### src/rtl/led_pattern_counter.sv
// ----------------------------------------------------------------------------
// led_pattern_counter
//   Parametrised LED driver counter with prescaler, four count/pattern modes,
//   synchronous load and registered status strobes.
//
// Parameters
//   WIDTH      LED/counter width in bits (>= 2)
//   DIV        enabled clocks per step (>= 1)
//   RESET_VAL  LEDS value on reset
//
// Ports
//   CLK       in   system clock, rising edge
//   RESET     in   asynchronous, active-high reset
//   EN        in   count enable; low freezes prescaler and LEDS
//   MODE      in   00 up, 01 down, 10 rotate-left, 11 bounce
//   LOAD      in   synchronous load of LOAD_VAL (independent of EN)
//   LOAD_VAL  in   value loaded on LOAD
//   LEDS      out  registered counter/pattern value
//   STEP      out  1-cycle pulse with each step-driven LEDS update
//   WRAP      out  1-cycle pulse with the update that completes a period
//   CHANGED   out  1-cycle pulse, the cycle after LEDS changed value
//
// Build option
//   LEDCNT_SATURATE_EN : up/down modes saturate at all-ones/zero and never
//                        raise WRAP; rotate and bounce are unaffected.
// ----------------------------------------------------------------------------
module led_pattern_counter #(
    parameter int unsigned           WIDTH     = 32,
    parameter int unsigned           DIV       = 1,
    parameter logic [WIDTH-1:0]      RESET_VAL = '0
) (
    input  logic             CLK,
    input  logic             RESET,
    input  logic             EN,
    input  logic [1:0]       MODE,
    input  logic             LOAD,
    input  logic [WIDTH-1:0] LOAD_VAL,
    output logic [WIDTH-1:0] LEDS,
    output logic             STEP,
    output logic             WRAP,
    output logic             CHANGED
);

    localparam int unsigned      PW        = $clog2(DIV) + 1;
    localparam logic [PW-1:0]    PCNT_LAST = PW'(DIV - 1);
    localparam logic [WIDTH-1:0] LSB_ONLY  = {{(WIDTH-1){1'b0}}, 1'b1};
    localparam logic [WIDTH-1:0] MSB_ONLY  = {1'b1, {(WIDTH-1){1'b0}}};

    typedef enum logic [1:0] {
        MODE_UP     = 2'b00,
        MODE_DOWN   = 2'b01,
        MODE_ROTATE = 2'b10,
        MODE_BOUNCE = 2'b11
    } mode_t;

    typedef enum logic {
        DIR_LEFT  = 1'b0,
        DIR_RIGHT = 1'b1
    } dir_t;

    logic [WIDTH-1:0] r_leds;
    logic [WIDTH-1:0] r_prev;
    logic [PW-1:0]    r_pcnt;
    dir_t             r_dir;
    logic             r_step;
    logic             r_wrap;
    logic             r_changed;

    logic             w_step;
    logic             w_onehot;
    logic [WIDTH-1:0] w_shl;
    logic [WIDTH-1:0] w_shr;
    logic [WIDTH-1:0] w_next_leds;
    dir_t             w_next_dir;
    logic             w_next_wrap;
    mode_t            w_mode;

    assign w_mode   = mode_t'(MODE);
    assign w_step   = EN && (r_pcnt == PCNT_LAST);
    // Power-of-two test: exactly one bit set.
    assign w_onehot = (r_leds != '0) && ((r_leds & (r_leds - LSB_ONLY)) == '0);
    assign w_shl    = r_leds << 1;
    assign w_shr    = r_leds >> 1;

    // Value, direction and wrap flag that a step would produce this cycle.
    always_comb begin
        w_next_leds = r_leds;
        w_next_dir  = r_dir;
        w_next_wrap = 1'b0;
        unique case (w_mode)
            MODE_UP: begin
`ifdef LEDCNT_SATURATE_EN
                if (r_leds != '1)
                    w_next_leds = r_leds + LSB_ONLY;
`else
                w_next_leds = r_leds + LSB_ONLY;
                w_next_wrap = (r_leds == '1);
`endif
            end
            MODE_DOWN: begin
`ifdef LEDCNT_SATURATE_EN
                if (r_leds != '0)
                    w_next_leds = r_leds - LSB_ONLY;
`else
                w_next_leds = r_leds - LSB_ONLY;
                w_next_wrap = (r_leds == '0);
`endif
            end
            MODE_ROTATE: begin
                if (r_leds == '0) begin
                    // An empty pattern would rotate forever as zero; seed it.
                    w_next_leds = LSB_ONLY;
                end else begin
                    w_next_leds = {r_leds[WIDTH-2:0], r_leds[WIDTH-1]};
                    w_next_wrap = r_leds[WIDTH-1];
                end
            end
            MODE_BOUNCE: begin
                if (!w_onehot) begin
                    // Re-synchronise any non-walker pattern to the start.
                    w_next_leds = LSB_ONLY;
                    w_next_dir  = DIR_LEFT;
                end else if (r_dir == DIR_LEFT) begin
                    w_next_leds = w_shl;
                    if (w_shl == MSB_ONLY)
                        w_next_dir = DIR_RIGHT;
                end else begin
                    w_next_leds = w_shr;
                    if (w_shr == LSB_ONLY) begin
                        w_next_dir  = DIR_LEFT;
                        w_next_wrap = 1'b1;
                    end
                end
            end
            default: ;
        endcase
    end

    always_ff @(posedge CLK or posedge RESET) begin
        if (RESET) begin
            r_leds    <= RESET_VAL;
            r_prev    <= RESET_VAL;
            r_pcnt    <= '0;
            r_dir     <= DIR_LEFT;
            r_step    <= 1'b0;
            r_wrap    <= 1'b0;
            r_changed <= 1'b0;
        end else begin
            // Change detection runs every cycle, independent of load/step.
            r_prev    <= r_leds;
            r_changed <= (r_leds != r_prev);
            r_step    <= 1'b0;
            r_wrap    <= 1'b0;
            if (LOAD) begin
                r_leds <= LOAD_VAL;
                r_pcnt <= '0;
                r_dir  <= DIR_LEFT;
            end else if (w_step) begin
                r_leds <= w_next_leds;
                r_dir  <= w_next_dir;
                r_pcnt <= '0;
                r_step <= 1'b1;
                r_wrap <= w_next_wrap;
            end else if (EN) begin
                r_pcnt <= r_pcnt + 1'b1;
            end
        end
    end

    assign LEDS    = r_leds;
    assign STEP    = r_step;
    assign WRAP    = r_wrap;
    assign CHANGED = r_changed;

endmodule

### config.mk
export PLATFORM = sky130hd
export DESIGN_NAME = led_pattern_counter
export DESIGN_NICKNAME = d
export VERILOG_FILES = /design/src/rtl/led_pattern_counter.sv
export SDC_FILE = /design/constraint.sdc
export NUM_CORES = 1
export LEC_CHECK = 0
export BUFFER_PORTS_ARGS = -buffer_cell sky130_fd_sc_hd__buf_2
export CORE_MARGIN = 2
export CORE_UTILIZATION = 31
export CTS_CLUSTER_DIAMETER = 60
export CTS_CLUSTER_SIZE = 20
export DETAILED_ROUTE_END_ITERATION = 16
export PLACE_DENSITY = 0.45
export SLEW_MARGIN = 20
export SYNTH_ARGS = -nofsm -noshare
export SYNTH_HDL_FRONTEND = slang
export SYNTH_SLANG_ARGS = --single-unit
### constraint.sdc
create_clock -name CLK -period 9.9 [get_ports CLK]
set_input_delay 2.475 -clock CLK [delete_from_list [all_inputs] [get_ports CLK]]
set_output_delay 2.475 -clock CLK [all_outputs]
set_load 0.01 [all_outputs]
==> Word level (Yosys, flattened, before mapping) <==
Cells that the tools add are included.
{ "word_totals": {"ram_bits": 0, "in_bits": 38, "elab_cells": 54, "mem_bits_ro": 0, "n_memories": 0, "latchBits": 0, "out_inout_bits": 35, "ff_bits": 69} }
{ "classes": {"n_reduce_logical": 10, "n_bitwise": 2, "add_sub_neg": 3, "n_div": 0, "n_mux": 25, "eq_ne": 7, "shifts": 0, "mul": 0, "n_lt_le_gt_ge": 0} }
{ "ops": {"columns": ["cell", "count"], "rows": [
  ["two-way mux 32 bit", 5],
  ["one-hot mux 32 bit (4 select lines)", 1],
  ["logical NOT 32 bit", 2],
  ["adder 32 x 1 -> 32 bit (second input constant)", 1],
  ["AND 32 bit", 1],
  ["== test 32 bit (second input constant)", 1],
  ["inequality test 32 bit", 1],
  ["nonzero test 32 bit", 1],
  ["subtractor 32 x 1 -> 32 bit (second input constant)", 1],
  ["== test 31 x 1 -> 1 bit (second input constant)", 1],
  ["== test 31 bit (second input constant)", 1],
  ["two-way mux 1 bit", 18],
  ["== test 2 bit (second input constant)", 2],
  ["one-hot mux 1 bit (4 select lines)", 1],
  ["nonzero test 2 bit", 2],
  ["nonzero test 3 bit", 1],
  ["== test 2 x 1 -> 1 bit (second input constant)", 1],
  ["logical AND 1 bit", 2],
  ["logical NOT 2 bit", 1],
  ["AND reduction 2 bit", 1],
  ["adder 1 bit (second input constant)", 1],
  ["inverter 1 bit", 1]
]} }

==> Depth between registers and ports, before layout <==
Gate-level depths: netlist of run 1.
{ "depth": {"depth_word": 8, "ltp_mapped": 17, "ltp_nobuf": 14} }

==> Least setup slack after synthesis of run 1 <==
No wires, ideal clock.
{ "synth_timing": {"kind": "input to register", "from": "in MODE[0]", "to": "reg r_leds[1], in the netlist LEDS[1]", "setup_slack_ps": 5914, "required_ps": 9817, "setup_ps": 83, "arrival_time_ps": 3903, "path_stages": 8, "cell_sequence": "clkbuf_1 > nand2_1 > nor3_1 > clkbuf_1 > and2_1 > buf_2 > a22oi_1 > o21ai_0"} }
{ "synth_between": {"elab_chain_cells": 4} }
{ "synth_rtl": {"columns": ["item", "line", "rtl"], "rows": [
  ["from (decl)", "35", "input logic [1:0] MODE,"],
  ["== test 2 bit (tied with other cells)", "90", "unique case (w_mode)"],
  ["one-hot mux 32 bit (4 select lines) *", "90", null],
  ["two-way mux 32 bit *", "158", "end else if (w_step) begin"],
  ["two-way mux 32 bit *", "154", "if (LOAD) begin"],
  ["to (signal assigned)", "159", "r_leds <= w_next_leds;"],
  ["to (decl)", "61", "logic [WIDTH-1:0] r_leds;"]
]} }
Mark *: on every way between the ends. The rest lies on a longest branch, timed or not. The select of a mux whose other input is x is not followed.
A chain may end at the register's enable or synchronous reset.

==> Worst setup path after layout of run 1 <==
{ "layout_timing": {"from": "reg r_leds[2], in the netlist LEDS[2]", "to": "reg r_leds[29], in the netlist LEDS[29]"} }
{ "layout_between": {"elab_chain_cells": 8} }
{ "layout_rtl": {"columns": ["item", "line", "rtl"], "rows": [
  ["subtractor 32 x 1 -> 32 bit", "81, 105", null],
  ["AND 32 bit", "81", "assign w_onehot = (r_leds != '0) && ((r_leds & (r_leds - LSB_ONLY)) == '0);"],
  ["logical NOT 32 bit", "81", null],
  ["logical AND 1 bit", "81", null],
  ["two-way mux 32 bit", "119", "if (!w_onehot) begin"],
  ["one-hot mux 32 bit (4 select lines) *", "90", null],
  ["two-way mux 32 bit *", "158", null],
  ["two-way mux 32 bit *", "154", null]
]} }
Marks and branches as above.

==> results.tsv, run 1 <==
stage	metric	value	unit
final_layout	n_diodes	0	
final_layout	Area Overhead vs Synth	13.4	%
job	Max Cap Viol	0	
sta	Final Hold Vio Count	0	
clock_network	CTS tree	yes	
yosys	Primary FF master, synth	dfrtp_1	
global_routing	first-pass GRT wire length	32700	um
global_routing	Remaining Overflow, GRT	0	
power	pwr dens	148	mW/mm^2
yosys	Async S/R FF share, synth	100	%
power	Peak supply drop	0.0000811	V
global_routing	vias in the first global route	5397	
sta	Worst Clk Skew	14.6	ps
yosys	area fraction of the dominant cell type after synthesis	30.8	%
sta	count of final max-slew check failures	0	
sta	crit share post-route	52.7	%
placement	global placer's final weighted congestion	0.950	
yosys	synthesized area	0.00560	mm^2
clock_network	Clock Tree Root	clkbuf_16	
detailed_routing	Pre-Repair DR Iteration Count	5	
final_layout	Fill cells	1885	
sta	hold_ws	561	ps
detailed_routing	final WL	21400	um
sta	actual slew at the worst max-slew pin	1100	ps
power	Leakage	2.43	nW
global_routing	total track usage	22.2	%
yosys	Synth Area in Adders	7.37	%
critical_path	critical path startpoint category	flip-flop	
sta	Post-Route Setup TNS	0	ps
placement	port bufs	72	
sta	Max Freq	192	MHz
yosys	Commonest cells post-synth	dfrtp_1, nand2_1, a21oi_1	
floorplan	core area	0.0178	mm^2
detailed_routing	vias per cell	5.86	
floorplan	Die Wd	138	um
yosys	main combinational cell family by area after synthesis	simple AND/OR/NAND/NOR gates	
final_layout	share of layout cells above drive strength 1	17.2	%
critical_path	Largest stage delay, worst path	690	ps
clock_network	post-CTS resize count	0	
final_layout	Sequential Area	0.00173	mm^2
yosys	synth unique cells	56	
critical_path	slowest library cell on the worst path	and2_1	
critical_path	Critical Path AT	5490	ps
clock_network	H-tree depth	3	
critical_path	CP max FO	18	
critical_path	Worst setup EP type	flip-flop	
yosys	post-synthesis sequential area ratio	30.8	%
yosys	multiplexer area fraction after synthesis	4.98	%
yosys	leading post-synthesis cells by cell area	dfrtp_1, xnor2_1, ha_1, a21oi_1, nand2_1	
outcome	outcome	complete, no violations	
global_routing	initial antenna violation count	0	
hold_path	Hold Path Class	reg -> reg	
clock_network	post-CTS setup buffers	0	
critical_path	R2R Setup Slk	4680	ps
yosys	cells after synthesis	697	
floorplan	FP Rows	49	
clock_network	Clk Latency, worst-skew pair	360	ps
detailed_routing	drt wl/cell	22.4	um
critical_path	Setup CP Type	reg -> reg	
yosys	most area-hungry cell type in the Yosys netlist	dfrtp_1	
floorplan	io pins	73	
critical_path	cells along the critical path	nor4_1 > nand3_1 > nor3_1 > nand2_1 > or3_1 > ha_1 > nor4_1 > nand4_1 > nor3_1 > buf_4 > and2_1 > a211oi_1 > o22ai_1	
yosys	EDFF count, synth	0	
yosys	#FFs+latches synth	69	
critical_path	Req. time, crit path	10170	ps
floorplan	Initial Util	31.4	%
yosys	Post-Syn Nets	768	
yosys	Synth Area in Simple Gates	23.1	%
clock_network	clk buf depth	2	
yosys	Synth Area in XOR/XNOR	8.44	%
sta	crit path time final	5220	ps
yosys	count leader, synth	dfrtp_1	
detailed_routing	total vias in the final route	5600	
floorplan	Die Area	0.0192	mm^2
detailed_routing	detailed router's first-iteration violation count	413	
global_routing	largest net degree at the start of global routing	70	
yosys	post-synthesis compound-gate area fraction	19.4	%
final_layout	nets	793	
final_layout	footprint of the multi-input gates	0.00357	mm^2
yosys	synth warn	0	
sta	relative slew slack	26.5	%
clock_network	Reg clk slew, reported paths	70	ps
sta	RSZ-0062 raised after global routing	false	
clock_network	CTS buffer count	9	
clock_network	# clock sinks	69	
floorplan	Die Y	138	um
placement	post-DP HPWL	14400	um
detailed_routing	drt drc	0	
clock_network	Post-CTS Hold Buffers	0	
detailed_routing	DRT antenna net count	0	
sta	final setup vio count	0	
yosys	Synth Area per Inst	8.04	um^2
[critical path, delay by kind of cell, from the launching register on]
kind | cells | cell delay, ps
AO/OA/AOI/OAI | 2 | 370
adder cells (fa/ha/maj) | 1 | 180
buffers and inverters | 1 | 270
flip-flops | 1 | 640
AND/OR/NAND/NOR | 9 | 3660
[through the flow]
step / instances / setup WS, ps / total power, mW / area, um^2 / util [%]
floorplan: 697 / 5690 / 0.533 / 5600 / -
global placement: 940 / 4630 / 0.625 / 6080 / 34.1
detailed placement: 940 / 4590 / 0.627 / 6080 / 34.1
CTS: 956 / 4800 / 0.946 / 6350 / 35.6
global route: 956 / 4460 / 0.987 / 6350 / 35.6
finish: 956 / 4680 / 0.940 / 6350 / 35.6
[layer usage]
metal	up-vias	global-route usage [%]	wire (um)
met2	228	34.4	9840
met3	35	3.39	1360
li1	2594	-	-
met1	2743	31.1	9670
met4	0	8.54	517
met5	-	0	0
[cell usage in the layout (no fill, tap or decap), types with 4 or more instances in the layout]
cell type,n
xnor2_1,48
inv_1,17
nand2b_1,4
a22oi_1,4
nor2_1,57
a41oi_1,4
and2_1,5
nor4_1,19
mux2i_1,11
a31oi_1,9
o211ai_1,5
clkbuf_16,9
nand2_1,67
nand3_1,20
a211oi_1,12
mux2_2,15
or3_1,12
buf_4,9
nor3_1,13
nand4_1,25
and3_1,8
xor2_1,6
nor3b_1,5
o21ai_0,43
buf_2,72
o31ai_1,5
ha_1,33
dfrtp_1,69
a221oi_1,9
a21oi_1,62
[logic make-up after synthesis]
| family | Yosys count |
|---|---|
| compound gates | 176 |
| xor+xnor | 54 |
| fa+ha+maj | 33 |
| buf+inv | 85 |
| flops | 69 |
| mux | 26 |
| simple gates | 254 |
[power by group]
| group | switching [mW] | internal [mW] | leakage, nW | total, mW |
|---|---|---|---|---|
| sequential | 0.0852 | 0.312 | 0.846 | 0.397 |
| combinational | 0.124 | 0.101 | 1.46 | 0.226 |
| clock | 0.140 | 0.177 | 0.128 | 0.317 |
| total | 0.350 | 0.590 | 2.43 | 0.940 |
[layout make-up]
type	instances	share of cell area [%]
Multi-Input combinational cell	543	56.1
Clock inverter	5	0.571
Timing Repair Buffer	81	6.73
Clock buffer	11	3.82
Tap cell	229	4.51
Sequential cell	69	27.2
Inverter	18	1.06
[path summary, 6_finish.rpt]
check	depth (start not counted)	from	end
setup / recovery	13	LEDS[2]	LEDS[29]
hold / removal	1	r_pcnt	r_pcnt
setup reg to reg	13	LEDS[2]	LEDS[29]
hold reg to reg	1	r_pcnt	r_pcnt
max in group asynchronous	3	RESET	r_prev[31]
min in group asynchronous	3	RESET	r_prev[6]
[flip-flops by register name, summed over array words and instances, names as in the netlist]
| signal | count |
|---|---|
| LEDS | 32 |
| r_prev | 32 |
| CHANGED | 1 |
| STEP | 1 |
| WRAP | 1 |
| r_dir | 1 |
| r_pcnt | 1 |
No activity file was read; power rests on OpenSTA's default activity.
==> run 2: changes to the inputs <==
Clock period 9.9 ns to 5 ns, I/O delays scaled along.
==> results.tsv, run 2 (synthesis results as in run 1) <==
stage	metric	value	unit
global_routing	total track usage	22.9	%
clock_network	post-CTS resize count	0	
sta	crit share post-route	85.8	%
global_routing	vias in the first global route	5476	
placement	Placed Instances	964	
global_routing	initial antenna violation count	0	
placement	post-DP HPWL	15700	um
clock_network	post-CTS setup buffers	0	
placement	Setup WS pre-CTS	802	ps
detailed_routing	DRT antenna net count	0	
clock_network	CTS tree	yes	
final_layout	Util after Layout	36.8	%
critical_path	CP max FO	18	
floorplan	Die Area	0.0192	mm^2
sta	actual slew at the worst max-slew pin	981	ps
final_layout	nets	817	
final_layout	share of layout cells above drive strength 1	20.0	%
sta	relative slew slack	34.6	%
sta	hold_ws	551	ps
floorplan	Initial Util	31.4	%
critical_path	Req. time, crit path	5260	ps
floorplan	FP Rows	49	
final_layout	Post-Layout Cell Count	980	
clock_network	Clock Tree Root	clkbuf_16	
sta	Worst Clk Skew	9.08	ps
critical_path	Setup CP Type	reg -> reg	
global_routing	largest net degree at the start of global routing	40	
detailed_routing	final WL	22000	um
sta	Final Hold Vio Count	0	
clock_network	clk buf depth	2	
placement	post-placement cell area	0.00625	mm^2
power	Leakage	2.56	nW
sta	RSZ-0062 raised after global routing	false	
global_routing	first-pass GRT wire length	33900	um
floorplan	io pins	73	
critical_path	Worst setup EP type	flip-flop	
final_layout	commonest non-fill, non-tap cell in the layout	buf_2	
global_routing	Remaining Overflow, GRT	0	
sta	count of final max-slew check failures	0	
critical_path	Critical Path AT	4550	ps
detailed_routing	detailed router's first-iteration violation count	482	
final_layout	most frequent cells in the layout	buf_2, dfrtp_1, nand2_1	
placement	port bufs	72	
detailed_routing	total vias in the final route	5670	
hold_path	Hold Path Class	reg -> reg	
floorplan	Die Wd	138	um
clock_network	CTS buffer count	9	
sta	Max Freq	233	MHz
final_layout	n_diodes	0	
final_layout	Area Overhead vs Synth	17.1	%
final_layout	fin area	0.00656	mm^2
power	Peak supply drop	0.000203	V
sta	Post-Route Setup TNS	0	ps
critical_path	critical path startpoint category	flip-flop	
clock_network	# clock sinks	69	
sta	crit path time final	4290	ps
detailed_routing	vias per cell	5.79	
sta	final worst slack	710	ps
detailed_routing	Pre-Repair DR Iteration Count	5	
job	Max Cap Viol	0	
power	pwr dens	298	mW/mm^2
floorplan	core area	0.0178	mm^2
floorplan	Die Y	138	um
clock_network	H-tree depth	3	
outcome	outcome	complete, no violations	
clock_network	Post-CTS Hold Buffers	0	
detailed_routing	drt drc	0	
clock_network	Clk Latency, worst-skew pair	350	ps
clock_network	Reg clk slew, reported paths	70	ps
detailed_routing	drt wl/cell	22.4	um
power	power after layout	1.95	mW
sta	final setup vio count	0	
placement	global placer's final weighted congestion	0.934	
## run 2: changes by cell type in the layout (fill, tap and decap cells not counted)
cell | previous run | this run
buf_4 | 9 | 33
bufinv_16 | 0 | 1
nor4_4 | 2 | 1
clkbuf_8 | 1 | 2
clkinvlp_4 | 3 | 2
clkbuf_1 | 1 | 0
nor4_2 | 2 | 3
## run 2: path summary, 6_finish.rpt
path / startpoint / endpoint / slack [ps] / cells past startpoint
min in group asynchronous: RESET / LEDS[8] / 1110 / 2
max reg2reg: LEDS[2] / LEDS[13] / 710 / 15
min: r_pcnt / r_pcnt / 550 / 1
min reg2reg: r_pcnt / r_pcnt / 550 / 1
max in group asynchronous: RESET / LEDS[31] / 2910 / 3
max: LEDS[2] / LEDS[13] / 710 / 15
## run 2: metal layers
layer | track usage, % | up-vias | share of wire, %
met2 | 35.0 | 206 | 45
li1 | - | 2633 | -
met1 | 32.4 | 2792 | 46
met4 | 9.18 | 0 | 3.4
met5 | 0 | - | 0
met3 | 3.78 | 39 | 5.1
## run 2: worst max-delay path, cell delays in order, from the launching register on
cell and delay [ps]:
dfrtp_1 590, nor4_1 530, nand2_1 120, or3_1 370, nor2_1 290, nand2_1 130
or3_1 360, ha_1 190, nor4_1 290, nand4_1 140, nor3_1 230, buf_4 250
and2_1 150, buf_4 240, a221oi_1 120, o21ai_0 190
## run 2: layout make-up
type                    instances  area [um^2]
clock buffers                  11          253
multi-input cells             543         3560
fillers                      1850        11300
inverters                      18         67.6
repair buffers                105          608
clock inverters                 5         58.8
well taps                     229          287
flip-flops and latches         69         1730
## run 2: report_power, final
part           switching [mW]  internal (mW)
Clock                   0.267          0.413
Combinational           0.326          0.224
Sequential              0.103          0.619
Total                   0.696           1.26
